[config.mk]
export PLATFORM = sky130hd
export DESIGN_NAME = hdmi_tdms_dec
export DESIGN_NICKNAME = d
export VERILOG_FILES = /design/src/rtl/hdmi_tdms_dec.sv
export SDC_FILE = /design/constraint.sdc
export NUM_CORES = 1
export LEC_CHECK = 0
export CORE_MARGIN = 2
export CORE_UTILIZATION = 55
export DETAILED_ROUTE_END_ITERATION = 10
export HOLD_SLACK_MARGIN = 0.15
export PLACE_DENSITY = 0.79
export REMOVE_ABC_BUFFERS = 1
export SKIP_CTS_REPAIR_TIMING = 1
export SYNTH_ARGS = -nofsm -noshare
export SYNTH_HDL_FRONTEND = slang
export SYNTH_SLANG_ARGS = --single-unit
[constraint.sdc]
create_clock -name clk_pix -period 2.6 [get_ports clk_pix]
set_input_delay 0.52 -clock clk_pix [delete_from_list [all_inputs] [get_ports clk_pix]]
set_output_delay 0.52 -clock clk_pix [all_outputs]
set_load 0.01 [all_outputs]
[src/rtl/hdmi_tdms_dec.sv]
// TMDS channel decoder with word-alignment FSM (search / bitslip / settle / locked).
// Define HDMI_TDMS_DEC_ERRCNT_EN to add the err_cnt invalid-symbol counter.
module hdmi_tdms_dec #(
  parameter int LOCK_TOKENS    = 16,
  parameter int SEARCH_TIMEOUT = 4096,
  parameter int SLIP_WAIT      = 8,
  parameter int LOSS_TIMEOUT   = 4096
) (
  input  logic        clk_pix,
  input  logic        arst,
  input  logic [9:0]  sym_in,
  output logic        bitslip,
  output logic        locked,
  output logic        de,
  output logic [1:0]  c,
  output logic [7:0]  d
`ifdef HDMI_TDMS_DEC_ERRCNT_EN
  ,
  output logic [15:0] err_cnt
`endif
);

  localparam int CYC_W = 13;
  localparam int TOK_W = $clog2(LOCK_TOKENS + 1);
  localparam logic [CYC_W-1:0] CYC_MAX     = '1;
  localparam logic [CYC_W-1:0] SEARCH_LAST = CYC_W'(SEARCH_TIMEOUT - 1);
  localparam logic [CYC_W-1:0] WAIT_LAST   = CYC_W'(SLIP_WAIT - 1);
  localparam logic [CYC_W-1:0] LOSS_LAST   = CYC_W'(LOSS_TIMEOUT - 1);
  localparam logic [TOK_W-1:0] TOK_MAX     = '1;
  localparam logic [TOK_W-1:0] TOK_LAST    = TOK_W'(LOCK_TOKENS - 1);

  typedef enum logic [1:0] {SEARCH, SLIP, WAIT, LOCKED} state_t;

  state_t            state_q, state_d;
  logic [CYC_W-1:0]  cyc_q, cyc_d, cyc_inc;
  logic [TOK_W-1:0]  tok_q, tok_d, tok_inc;
  logic [9:0]        sym_q;
  logic              de_q, de_d;
  logic [1:0]        c_q, c_d;
  logic [7:0]        pix_q, pix_d;

  logic              is_tok;
  logic [1:0]        tok_c;
  logic [7:0]        q_bits, dec_byte;

  always_comb begin
    is_tok = 1'b1;
    tok_c  = 2'b00;
    case (sym_q)
      10'b1101010100: tok_c = 2'b00;
      10'b0010101011: tok_c = 2'b01;
      10'b0101010100: tok_c = 2'b10;
      10'b1010101011: tok_c = 2'b11;
      default:        is_tok = 1'b0;
    endcase
  end

  // Undo the optional inversion, then undo the XOR/XNOR chaining bit by bit.
  assign q_bits      = sym_q[9] ? ~sym_q[7:0] : sym_q[7:0];
  assign dec_byte[0] = q_bits[0];
  generate
    for (genvar gi = 1; gi < 8; gi++) begin : g_dec
      assign dec_byte[gi] = sym_q[8] ? (q_bits[gi] ^ q_bits[gi-1])
                                     : ~(q_bits[gi] ^ q_bits[gi-1]);
    end
  endgenerate

  assign cyc_inc = (cyc_q == CYC_MAX) ? cyc_q : cyc_q + 1'b1;
  assign tok_inc = (tok_q == TOK_MAX) ? tok_q : tok_q + 1'b1;

  always_comb begin
    state_d = state_q;
    cyc_d   = cyc_q;
    tok_d   = tok_q;
    case (state_q)
      SEARCH: begin
        // A token on the timeout cycle takes precedence over the slip.
        if (is_tok) begin
          cyc_d = '0;
          tok_d = tok_inc;
          if (tok_q >= TOK_LAST) begin
            state_d = LOCKED;
            tok_d   = '0;
          end
        end else begin
          tok_d = '0;
          cyc_d = cyc_inc;
          if (cyc_q >= SEARCH_LAST) begin
            state_d = SLIP;
            cyc_d   = '0;
          end
        end
      end
      SLIP: begin
        state_d = WAIT;
        cyc_d   = '0;
        tok_d   = '0;
      end
      WAIT: begin
        cyc_d = cyc_inc;
        if (cyc_q >= WAIT_LAST) begin
          state_d = SEARCH;
          cyc_d   = '0;
          tok_d   = '0;
        end
      end
      LOCKED: begin
        if (is_tok) begin
          cyc_d = '0;
        end else begin
          cyc_d = cyc_inc;
          if (cyc_q >= LOSS_LAST) begin
            state_d = SEARCH;
            cyc_d   = '0;
            tok_d   = '0;
          end
        end
      end
      default: begin
        state_d = SEARCH;
        cyc_d   = '0;
        tok_d   = '0;
      end
    endcase
  end

  always_comb begin
    de_d  = ~is_tok;
    c_d   = is_tok ? tok_c : c_q;
    pix_d = is_tok ? pix_q : dec_byte;
  end

  always_ff @(posedge clk_pix or posedge arst) begin
    if (arst) begin
      state_q <= SEARCH;
      cyc_q   <= '0;
      tok_q   <= '0;
      sym_q   <= '0;
      de_q    <= 1'b0;
      c_q     <= 2'b00;
      pix_q   <= 8'h00;
    end else begin
      state_q <= state_d;
      cyc_q   <= cyc_d;
      tok_q   <= tok_d;
      sym_q   <= sym_in;
      de_q    <= de_d;
      c_q     <= c_d;
      pix_q   <= pix_d;
    end
  end

  assign locked  = (state_q == LOCKED);
  assign bitslip = (state_q == SLIP);
  assign de      = de_q & locked;
  assign c       = c_q;
  assign d       = pix_q;

`ifdef HDMI_TDMS_DEC_ERRCNT_EN
  logic [15:0] err_q, err_d;
  logic [6:0]  trans_bits;
  logic [3:0]  trans_cnt;

  assign trans_bits = sym_q[7:1] ^ sym_q[6:0];

  always_comb begin
    trans_cnt = '0;
    for (int i = 0; i < 7; i++) begin
      trans_cnt = trans_cnt + {3'b000, trans_bits[i]};
    end
  end

  // Valid data symbols never exceed 4 transitions in their low byte.
  always_comb begin
    err_d = err_q;
    if (state_q != LOCKED && state_d == LOCKED) begin
      err_d = '0;
    end else if (state_q == LOCKED && !is_tok && trans_cnt > 4'd4 && err_q != 16'hFFFF) begin
      err_d = err_q + 16'd1;
    end
  end

  always_ff @(posedge clk_pix or posedge arst) begin
    if (arst) begin
      err_q <= '0;
    end else begin
      err_q <= err_d;
    end
  end

  assign err_cnt = err_q;
`endif

endmodule
==> impl_metrics.json, run 1 <==
{
  "stdcell_area_um2": 2440,
  "grt.total_usage_pct": 19.6,
  "final_nets": 250,
  "crit_top_cell": "ha_1",
  "synth_area_per_cell_um2": 10.2,
  "period_share_pct": 86.1,
  "syn-instance-count": 200,
  "synth-xor-area-share_pct": 9.43,
  "synth_warnings": 0,
  "place_area_um2": 2340,
  "final_hold_viol_count": 0,
  "clock-sinks": 41,
  "worstPathCellList": "ha_1, and3_1, ha_1, a211oi_1, o21ai_0, or3_4, o21ai_1",
  "grt_first_pass_wirelength_um": 6350,
  "cts_tree": "yes",
  "synth_seq_cells": 41,
  "ant_nets": 0,
  "synthDistinctLibCells": 40,
  "port_buffers": 24,
  "path_delay_family": "compound AO/OA/AOI/OAI gates",
  "first_pass_iters": 4,
  "rows": 22,
  "dp_cells": 270,
  "synthSimpleGateAreaFrac_pct": 21.9,
  "outcome": "completed",
  "max_clock_freq_mhz": 446,
  "die_h_um": 65.0,
  "tightestPinTransition_ps": 509,
  "antenna_cells": 0,
  "drcViolationCount": 0,
  "crit_arrival_ps": 2450,
  "cts_made_buffers": 5,
  "antenna_found_initial": 0,
  "path_clk_slew_ps": 70,
  "routed_wl_um": 3620,
  "p_leak_nw": 1.04,
  "die_w_um": 65.0,
  "hpwl_um": 2640,
  "drv_slew": 0,
  "fillerInstances": 272,
  "clock_latency_ps": 280,
  "skew_ps": 5.87,
  "fp.coreArea_um2": 3610,
  "synth_top_family_by_area": "simple AND/OR/NAND/NOR gates",
  "num_vias": 1471,
  "slowest_delay_ps": 410,
  "rsz0062_at_grt": "false",
  "max_cap_violations": 0,
  "grt_pass1_vias": 1473,
  "fin_crit_ps": 2240,
  "cp-end-kind": "flop",
  "powerDensity_nw_per_um2": 667,
  "areaGrowthSynthToFinish_pct": 19.6,
  "clockBufferDepth": 2,
  "dieArea_um2": 4220,
  "cp.required_ps": 2810,
  "worstPathMaxFanout": 4,
  "hold_path_class": "reg -> reg",
  "worstSetupStartpointType": "flop",
  "cpMaxStageDelayCell": "dfrtp_1",
  "cts_max_level": 2,
  "initial_utilization_pct": 56.7,
  "critPathKind": "reg -> reg",
  "fin_setup_tns_ps": 0,
  "clockRootBuffer": "clkbuf_8",
  "crit_buf_inv": 0,
  "setup_violations": 0,
  "layout-drive-gt1-share_pct": 6.99,
  "synth_area_um2": 2040,
  "synth_fa_ha_area_share_pct": 5.51,
  "synthMuxAreaShare_pct": 0.490,
  "drtIter0Drc": 108,
  "pin_count": 25,
  "fin_ws_ps": 360,
  "final_util_pct": 67.8,
  "grt.overflow.total": 0,
  "slew_headroom_pct": 65.8,
  "grt_max_degree": 42,
  "place_congestion": 0.899,
  "ir_drop_mv": 0.392,
  "synth-compound-area-share_pct": 9.92,
  "seq_area_frac_synth_pct": 50.2,
  "pre_cts_slack_ps": 410,
  "fin_cells": 277,
  "avgRoutedWirePerCell_um": 13.1,
  "viasPerCell": 5.31
}
cells in the final DEF (no fill, tap or decap), types with 2 or more instances in the layout:
| cell | count |
|---|---|
| a211oi_1 | 2 |
| a21oi_1 | 6 |
| and3_1 | 5 |
| and4_1 | 2 |
| and4bb_2 | 2 |
| clkbuf_8 | 5 |
| clkdlybuf4s50_1 | 24 |
| dfrtp_1 | 41 |
| ha_1 | 9 |
| inv_1 | 10 |
| nand2_1 | 21 |
| nand2b_1 | 5 |
| nand3_1 | 3 |
| nand4_1 | 4 |
| nor2_1 | 22 |
| nor3_1 | 3 |
| nor4_1 | 2 |
| o211ai_1 | 2 |
| o21ai_0 | 14 |
| o21ai_1 | 3 |
| xnor2_1 | 18 |
| xor2_1 | 4 |
sequential cells by signal, indices dropped and copies added, names as in the netlist:
register and count:
de_q 1, cyc_q 13, d 8, tok_q 5, c 2, sym_q 10
state_q 2
kinds of logic (layout without fill, tap and decap cells):
| group | after synthesis | in the layout |
|---|---|---|
| multiplexers | 1 | 1 |
| XOR/XNOR | 22 | 22 |
| flip-flops | 41 | 41 |
| adder cells (fa/ha/maj) | 9 | 9 |
| AND/OR/NAND/NOR | 79 | 79 |
| AO/OA/AOI/OAI | 34 | 34 |
| other | 1 | 1 |
| buffers and inverters | 13 | 42 |
per-layer routing:
layer	global-route usage, %	wire [µm]	vias up
li1	-	-	743
met1	24.2	1640	692
met2	33.6	1830	32
met3	3.65	110	4
met4	8.24	41	0
met5	0	0	-
per-stage QoR:
stage | total power, mW | hold slack [ps]
2_1_floorplan | 1.00 | 464
3_3_place_gp | 1.16 | 453
3_5_place_dp | 1.16 | 472
4_1_cts | 1.65 | 490
5_1_grt | 1.73 | 520
6_report | 1.63 | 480
synthesized netlist by cell type (all sizes together):
cell type	number	share of area [%]
dfrtp	41	50
nand2	22	4.2
nor2	22	4.0
o21ai	18	4.6
xnor2	18	7.7
inv	10	1.8
ha	9	5.5
a21oi	6	1.5
and3	5	1.5
nand2b	5	1.5
nand4	5	2.3
xor2	4	1.7
clkbuf	3	0.55
nand3	3	0.73
nor3	3	0.73
nor4	3	1.2
a211oi	2	0.73
and4	2	0.86
and4bb	2	1.2
nor4b	2	1.6
o211ai	2	0.73
a21o	1	0.37
a31oi	1	0.31
and2	1	0.31
conb	1	0.18
mux2i	1	0.49
nand3b	1	0.37
nor3b	1	0.37
o211a	1	0.49
o21a	1	0.37
o22a	1	0.43
o41ai	1	0.43
or3	1	0.55
or4	1	0.37
layout make-up:
cell class              instances  area (µm²)  area share, %
inverters                      10        37.5           1.54
well taps                      48        60.1           2.46
flip-flops and latches         41        1030           42.0
multi-input cells             146         968           39.6
clock buffers                   5        68.8           2.82
repair buffers                 25         248           10.1
clock inverters                 2        35.0           1.43
worst paths after layout:
check	slack, ps	start	depth (start not counted)	to
worst max-delay path	360	tok_q[0]	7	tok_q[2]
worst min-delay path	480	d[4]	2	d[4]
worst max register to register	360	tok_q[0]	7	tok_q[2]
worst min register to register	480	d[4]	2	d[4]
max in group asynchronous	1590	arst	3	cyc_q[7]
min in group asynchronous	650	arst	3	cyc_q[1]
where the power goes:
| group | total [mW] | switching, mW | internal [mW] |
|---|---|---|---|
| Clock | 0.482 | 0.203 | 0.279 |
| Sequential | 0.752 | 0.0589 | 0.693 |
| Combinational | 0.396 | 0.202 | 0.194 |
| Total | 1.63 | 0.465 | 1.17 |
tightest hold or removal path, delay by kind of cell (launching register included):
family | cells | cell delay, ps
flip-flops | 1 | 350
AO/OA/AOI/OAI | 1 | 60
AND/OR/NAND/NOR | 1 | 40
(Power assumes the default switching activity.)
==> run 2, diff against run 1 <==
--- a/config.mk
+++ b/config.mk
@@ -5,6 +5,7 @@
 export SDC_FILE = /design/constraint.sdc
 export NUM_CORES = 1
 export LEC_CHECK = 0
+export CAP_MARGIN = 20
 export CORE_MARGIN = 2
 export CORE_UTILIZATION = 55
 export DETAILED_ROUTE_END_ITERATION = 10
==> results of run 2 <==
The final DEF is identical to that of run 1; final timing and power are the same.
